===== src/rtl/usb_rx_pkg.sv =====
// Shared types and constants for the USB full-speed receive path.
// Line states are encoded as {d_plus, d_minus}.
package usb_rx_pkg;

   typedef enum logic [2:0] {
      ST_IDLE,
      ST_SYNC,
      ST_PID,
      ST_DATA,
      ST_EOP,
      ST_ERR
   } state_t;

   typedef enum logic [1:0] {
      LS_SE0 = 2'b00,
      LS_K   = 2'b01,
      LS_J   = 2'b10,
      LS_SE1 = 2'b11
   } line_t;

   typedef enum logic [3:0] {
      PID_OUT   = 4'h1,
      PID_IN    = 4'h9,
      PID_SOF   = 4'h5,
      PID_SETUP = 4'hD,
      PID_DATA0 = 4'h3,
      PID_DATA1 = 4'hB,
      PID_ACK   = 4'h2,
      PID_NAK   = 4'hA,
      PID_STALL = 4'hE
   } pid_t;

   localparam logic [7:0] SYNC_PATTERN = 8'h80;

   function automatic logic pid_ok(input logic [7:0] p);
      return p[7:4] == ~p[3:0];
   endfunction

endpackage


===== src/rtl/usb_rx_if.sv =====
// Bus lines in, decoded packet events out.
// master = decoder side, slave = downstream consumer.
interface usb_rx_if;

   logic       d_plus;
   logic       d_minus;
   logic       rx_active;
   logic [3:0] rx_pid;
   logic       rx_pid_valid;
   logic [7:0] rx_data;
   logic       rx_data_valid;
   logic       rx_eop;
   logic       rx_error;

   modport master (
      input  d_plus,
      input  d_minus,
      output rx_active,
      output rx_pid,
      output rx_pid_valid,
      output rx_data,
      output rx_data_valid,
      output rx_eop,
      output rx_error
   );

   modport slave (
      output d_plus,
      output d_minus,
      input  rx_active,
      input  rx_pid,
      input  rx_pid_valid,
      input  rx_data,
      input  rx_data_valid,
      input  rx_eop,
      input  rx_error
   );

endinterface


===== src/rtl/usb_rx_bit_timer.sv =====
// Bit-phase recovery: d_plus edge detect, reloadable bit counter,
// and a sample strobe at a fixed point inside each bit cell.
module usb_rx_bit_timer #(
   parameter int CLKS_PER_BIT = 8,
   parameter int SAMPLE_PT    = 3
) (
   input  logic clk,
   input  logic n_rst,
   input  logic dp_s,
   output logic edge_det,
   output logic sample
);

   localparam int CW = (CLKS_PER_BIT > 2) ? $clog2(CLKS_PER_BIT) : 1;

   logic          dp_q;
   logic [CW-1:0] cnt;

   assign edge_det = dp_s ^ dp_q;
   assign sample   = (cnt == CW'(SAMPLE_PT));

   always_ff @(posedge clk) begin
      if (!n_rst) begin
         dp_q <= 1'b1;
         cnt  <= '0;
      end else begin
         dp_q <= dp_s;
         if (edge_det || cnt == CW'(CLKS_PER_BIT - 1))
            cnt <= '0;
         else
            cnt <= cnt + CW'(1);
      end
   end

endmodule


===== src/rtl/usb_rx_decoder.sv =====
// USB full-speed receive decoder: sync, NRZI decode, unstuffing,
// SYNC/PID checks and per-byte strobes to downstream logic.
module usb_rx_decoder
   import usb_rx_pkg::*;
#(
   parameter int CLKS_PER_BIT = 8,
   parameter int SAMPLE_PT    = 3,
   parameter int MAX_BYTES    = 10
) (
   input logic      clk,
   input logic      n_rst,
   usb_rx_if.master bus
);

   localparam int BW = $clog2(MAX_BYTES + 2);

   logic [1:0]    dp_sync, dm_sync;
   logic          dp_s, dm_s;
   logic          edge_det, sample;
   line_t         line, prev;
   state_t        state;
   logic [6:0]    sr;
   logic [7:0]    shifted;
   logic [2:0]    bitcnt, ones, jcnt;
   logic [BW-1:0] bytecnt;
   logic          se0_seen, bit_in, stuff, fault;
   logic          active_q, pid_v_q, data_v_q, eop_q, err_q;
   logic [3:0]    pid_q;
   logic [7:0]    data_q;

   assign dp_s    = dp_sync[1];
   assign dm_s    = dm_sync[1];
   assign line    = line_t'({dp_s, dm_s});
   assign bit_in  = (line == prev);
   assign stuff   = (ones == 3'd6);
   assign shifted = {bit_in, sr};

   always_ff @(posedge clk) begin
      if (!n_rst) begin
         dp_sync <= 2'b11;
         dm_sync <= 2'b00;
      end else begin
         dp_sync <= {dp_sync[0], bus.d_plus};
         dm_sync <= {dm_sync[0], bus.d_minus};
      end
   end

   usb_rx_bit_timer #(
      .CLKS_PER_BIT (CLKS_PER_BIT),
      .SAMPLE_PT    (SAMPLE_PT)
   ) u_timer (
      .clk      (clk),
      .n_rst    (n_rst),
      .dp_s     (dp_s),
      .edge_det (edge_det),
      .sample   (sample)
   );

   // Every protocol violation on a sample, gathered in one place
   always_comb begin
      fault = 1'b0;
      if (sample) begin
         case (state)
            ST_SYNC, ST_PID, ST_DATA: begin
               if (line == LS_SE1)
                  fault = 1'b1;
               else if (line == LS_SE0)
                  fault = !(state == ST_DATA &&
                            (bitcnt == 3'd0 || stuff));
               else if (stuff)
                  fault = bit_in;
               else if (bitcnt == 3'd7) begin
                  case (state)
                     ST_SYNC: fault = (shifted != SYNC_PATTERN);
                     ST_PID:  fault = !pid_ok(shifted);
                     default: fault = (bytecnt == BW'(MAX_BYTES));
                  endcase
               end
            end
            ST_EOP:
               fault = se0_seen ? (line != LS_J) : (line != LS_SE0);
            default:
               fault = 1'b0;
         endcase
      end
   end

   always_ff @(posedge clk) begin
      if (!n_rst) begin
         state    <= ST_IDLE;
         prev     <= LS_J;
         sr       <= '0;
         bitcnt   <= '0;
         ones     <= '0;
         jcnt     <= '0;
         bytecnt  <= '0;
         se0_seen <= 1'b0;
         active_q <= 1'b0;
         pid_v_q  <= 1'b0;
         data_v_q <= 1'b0;
         eop_q    <= 1'b0;
         err_q    <= 1'b0;
         pid_q    <= '0;
         data_q   <= '0;
      end else begin
         pid_v_q  <= 1'b0;
         data_v_q <= 1'b0;
         eop_q    <= 1'b0;
         err_q    <= 1'b0;
         if (fault) begin
            state    <= ST_ERR;
            err_q    <= 1'b1;
            se0_seen <= (line == LS_SE0);
            jcnt     <= '0;
         end else begin
            case (state)
               ST_IDLE: begin
                  if (edge_det && line == LS_K) begin
                     state    <= ST_SYNC;
                     active_q <= 1'b1;
                     prev     <= LS_J;
                     bitcnt   <= '0;
                     ones     <= '0;
                     bytecnt  <= '0;
                     se0_seen <= 1'b0;
                  end
               end
               ST_SYNC, ST_PID, ST_DATA: begin
                  if (sample) begin
                     if (line == LS_SE0) begin
                        state    <= ST_EOP;
                        se0_seen <= 1'b0;
                     end else begin
                        prev <= line;
                        if (stuff) begin
                           ones <= '0;
                        end else begin
                           ones   <= bit_in ? ones + 3'd1 : 3'd0;
                           sr     <= shifted[7:1];
                           bitcnt <= bitcnt + 3'd1;
                           if (bitcnt == 3'd7) begin
                              case (state)
                                 ST_SYNC: state <= ST_PID;
                                 ST_PID: begin
                                    pid_q   <= shifted[3:0];
                                    pid_v_q <= 1'b1;
                                    bytecnt <= '0;
                                    state   <= ST_DATA;
                                 end
                                 default: begin
                                    data_q   <= shifted;
                                    data_v_q <= 1'b1;
                                    bytecnt  <= bytecnt + BW'(1);
                                 end
                              endcase
                           end
                        end
                     end
                  end
               end
               ST_EOP: begin
                  if (sample) begin
                     if (se0_seen) begin
                        eop_q    <= 1'b1;
                        active_q <= 1'b0;
                        prev     <= LS_J;
                        state    <= ST_IDLE;
                     end else begin
                        se0_seen <= 1'b1;
                     end
                  end
               end
               ST_ERR: begin
                  // Leave on SE0 then J, or after eight idle J cells
                  if (sample) begin
                     if (line == LS_J) begin
                        if (se0_seen || jcnt == 3'd7) begin
                           active_q <= 1'b0;
                           prev     <= LS_J;
                           state    <= ST_IDLE;
                        end else begin
                           jcnt <= jcnt + 3'd1;
                        end
                     end else begin
                        jcnt     <= '0;
                        se0_seen <= (line == LS_SE0);
                     end
                  end
               end
               default: state <= ST_IDLE;
            endcase
         end
      end
   end

   assign bus.rx_active     = active_q;
   assign bus.rx_pid        = pid_q;
   assign bus.rx_pid_valid  = pid_v_q;
   assign bus.rx_data       = data_q;
   assign bus.rx_data_valid = data_v_q;
   assign bus.rx_eop        = eop_q;
   assign bus.rx_error      = err_q;

endmodule


===== src/flat_wrapper.sv =====
// flat-port wrapper written by rule: the top's interface ports become plain ports
module usb_rx_decoder_flat import usb_rx_pkg::*;
#(
   parameter int CLKS_PER_BIT = 8,
   parameter int SAMPLE_PT    = 3,
   parameter int MAX_BYTES    = 10
)
  (clk, n_rst, bus_d_plus, bus_d_minus, bus_rx_active, bus_rx_pid, bus_rx_pid_valid, bus_rx_data, bus_rx_data_valid, bus_rx_eop, bus_rx_error);
  usb_rx_if bus_i ();
  input logic clk;
  input logic n_rst;
  input wire logic [$bits(bus_i.d_plus)-1:0] bus_d_plus;
  input wire logic [$bits(bus_i.d_minus)-1:0] bus_d_minus;
  output wire logic [$bits(bus_i.rx_active)-1:0] bus_rx_active;
  output wire logic [$bits(bus_i.rx_pid)-1:0] bus_rx_pid;
  output wire logic [$bits(bus_i.rx_pid_valid)-1:0] bus_rx_pid_valid;
  output wire logic [$bits(bus_i.rx_data)-1:0] bus_rx_data;
  output wire logic [$bits(bus_i.rx_data_valid)-1:0] bus_rx_data_valid;
  output wire logic [$bits(bus_i.rx_eop)-1:0] bus_rx_eop;
  output wire logic [$bits(bus_i.rx_error)-1:0] bus_rx_error;
  assign bus_i.d_plus = bus_d_plus;
  assign bus_i.d_minus = bus_d_minus;
  assign bus_rx_active = bus_i.rx_active;
  assign bus_rx_pid = bus_i.rx_pid;
  assign bus_rx_pid_valid = bus_i.rx_pid_valid;
  assign bus_rx_data = bus_i.rx_data;
  assign bus_rx_data_valid = bus_i.rx_data_valid;
  assign bus_rx_eop = bus_i.rx_eop;
  assign bus_rx_error = bus_i.rx_error;
  usb_rx_decoder #(.CLKS_PER_BIT(CLKS_PER_BIT), .SAMPLE_PT(SAMPLE_PT), .MAX_BYTES(MAX_BYTES)) u_core (.clk(clk), .n_rst(n_rst), .bus(bus_i));
endmodule

===== config.mk =====
export PLATFORM = sky130hd
export DESIGN_NAME = usb_rx_decoder_flat
export DESIGN_NICKNAME = d
export VERILOG_FILES = /design/src/rtl/usb_rx_pkg.sv /design/src/rtl/usb_rx_if.sv /design/src/rtl/usb_rx_bit_timer.sv /design/src/rtl/usb_rx_decoder.sv /design/src/flat_wrapper.sv
export SDC_FILE = /design/constraint.sdc
export NUM_CORES = 1
export LEC_CHECK = 0
export BUFFER_PORTS_ARGS = -buffer_cell sky130_fd_sc_hd__buf_2
export CORE_MARGIN = 1
export CORE_UTILIZATION = 46
export DETAILED_ROUTE_END_ITERATION = 8
export GPL_ROUTABILITY_DRIVEN = 1
export HOLD_SLACK_MARGIN = 0.1
export PLACE_DENSITY = 0.61
export SETUP_SLACK_MARGIN = 0.3
export SYNTH_ARGS = -nofsm -noshare
export SYNTH_HDL_FRONTEND = slang
export SYNTH_SLANG_ARGS = --single-unit

===== constraint.sdc =====
create_clock -name clk -period 4.6 [get_ports clk]
set_input_delay 1.38 -clock clk [delete_from_list [all_inputs] [get_ports clk]]
set_output_delay 1.38 -clock clk [all_outputs]
set_load 0.1 [all_outputs]

==> out/qor.csv <==
metric,value,unit
initial antenna violation count,0,
Yosys reg bits,51,
layout cells sized above 1,0.1534,
Crit Path Category,primary input to register,
vias per std cell,5.504,
synthesized area per cell,8.990,um^2
"Slowest-stage cell, CP",inv_1,
Fmax achieved,340.1,MHz
synthesized instance count,297,
unique cell type count in the Yosys netlist,58,
hpwl dp,4.009,mm
crit-path cells,"buf_2, inv_1, nor3_1, nand3_1, or2_2, mux2i_1",
Worst-Margin Slew,866.0,ps
Worst Skew,4.386,ps
most frequent cells in the layout,"dfxtp_1, nor2_1, nand2_1, mux2i_1, buf_2",
Core Area,0.005540,mm^2
Routed WL,5.651,mm
Fillers,529,
"Clk pin slew, worst setup/hold paths",90,ps
final worst setup slack,1660,ps
Root Driver,clkbuf_8,
PD cells,329.0,mW/mm^2
drt first pass iters,4,
design area,0.002893,mm^2
port buffer count,20,
WL/cell,14.68,um
All-Layer GR Usage,0.1975,
Hold Buf Count CTS,0,
Critical Path AT,3180,ps
antenna cells,0,
# clock sinks,51,
type of the most critical hold path,register to register,
Longest Clk Path Bufs,2,
CP Max Fanout,29,
Async SR Flop Fraction,0,
post_cts resized,0,
Worst Setup Start Kind,primary input,
Final min period,2940,ps
largest net degree at the start of global routing,30,
Pwr Total,951.7,uW
final setup fails,0,
Max VDD drop,0.2308,mV
Place WS,1297,ps
Die H,78.19,um
post-route ant nets,0,
Final Slew Violations,0,
CTS buffer count,5,
"most common cell after layout, fill and taps aside",dfxtp_1,
Critical Path RT,4840,ps
CTS tree,built,
total setup buffers inserted after CTS,0,
htree depth,2,
NumNets Final,328,
clk_lat worst skew,310,ps
Rows,27,
final setup TNS,0,ps
CP endpoint kind,register,
relative slew slack,0.4220,
syn_nets,313,
Max Cap Viol,0,
"Cell Area, Synth",0.002670,mm^2
ys flop type,dfxtp_1,
vias post-DR,2119,
Post-synth EDFFs,0,
Fin. Hold Viols,0,
status,"finished, final reports clean",
global-route wire length before repair,9.459,mm
GPL Wtd Cong,0.8702,
Synth Warn #,0,
GR Overflow Total,0,
Iter 0 DRT Violations,155,
# IOs,21,
sequential fraction of the synthesis area,0.3824,
Die ar.,0.006113,mm^2
RSZ-0062 raised after global routing,no,
fin crit share,0.6392,
P&R area growth vs syn,8.341,%
CP max stage delay,510,ps
LEAKAGE,0.001122,uW
Die Wd,78.19,um
vias in the first global route,1938,
hold slack,415.9,ps
initial core utilization,0.4819,
post-placement cell area,0.002760,mm^2
DRC,0,
-- cells by family after synthesis --
logic type	Yosys count	synth area share
compound gates	57	0.1626
simple gates	124	0.2385
buf+inv	26	0.06138
xor+xnor	5	0.01640
flops	51	0.3824
fa+ha+maj	12	0.05623
mux	22	0.08247
-- cell usage after synthesis (all sizes together) (4+ instances only) --
| cell | count | area share |
|---|---|---|
| nor2 | 46 | 0.065 |
| a31oi | 4 | 0.021 |
| inv | 11 | 0.015 |
| o21ai | 9 | 0.017 |
| nand3 | 7 | 0.013 |
| dfxtp | 51 | 0.38 |
| nand3b | 4 | 0.011 |
| mux2i | 22 | 0.082 |
| or3 | 4 | 0.010 |
| a21oi | 19 | 0.036 |
| nor3 | 7 | 0.015 |
| buf | 4 | 0.012 |
| xor2 | 4 | 0.013 |
| clkbuf | 11 | 0.034 |
| ha | 12 | 0.056 |
| nand4 | 5 | 0.012 |
| nand2 | 24 | 0.034 |
| or4 | 4 | 0.014 |
-- worst paths after layout --
path / start / endpoint / slack [ps] / cells after the start
min reg2reg: u_core.dp_sync[0] / u_core.dp_sync[1] / 420 / 1
max: n_rst / u_core.ones[1] / 1660 / 6
min: u_core.dp_sync[0] / u_core.dp_sync[1] / 420 / 1
max reg2reg: u_core.state[1] / u_core.bytecnt[3] / 1670 / 7
-- power by group --
group	switching (uW)	leakage, uW	internal [uW]
Clock	147	0.0000654	217
Combinational	75.5	0.000644	46.2
Sequential	16.8	0.000412	449
Total	239	0.00112	713
-- cell type report --
| type | count | area, um^2 | share of cell area |
|---|---|---|---|
| sequential | 51 | 1021 | 0.3529 |
| inverter | 11 | 41.29 | 0.01427 |
| multi-input combinational | 220 | 1485 | 0.5134 |
| clock inverter | 2 | 60.06 | 0.02076 |
| clock buffer | 6 | 72.57 | 0.02509 |
| timing repair buffer | 23 | 122.6 | 0.04239 |
| tap | 72 | 90.09 | 0.03114 |
-- worst max-delay path: cells and delay by family --
| kind | cells | cell delay (ps) |
|---|---|---|
| buffers and inverters | 2 | 870 |
| AND/OR/NAND/NOR | 3 | 800 |
| multiplexers | 1 | 120 |
-- metal layers --
metal	track usage	vias to the layer above	routed length, um
li1	-	1084	-
met1	0.2717	985	2724
met2	0.3009	46	2607
met3	0.05116	4	278
met4	0.06111	0	41
met5	0	-	0
-- sequential cells by signal (all words and copies together) (netlist names), 4 cells and up --
| name | flops |
|---|---|
| u_core.bus.rx_data | 8 |
| u_core.sr | 7 |
| u_core.bus.rx_pid | 4 |
| u_core.bytecnt | 4 |
-- per-stage QoR --
stage	std cells	utilization
floorplan	297	-
global placement	377	0.4982
detailed placement	377	0.4982
CTS	385	0.5221
global route	385	0.5221
finish	385	0.5221
No activity file was read; power rests on OpenSTA's default activity.
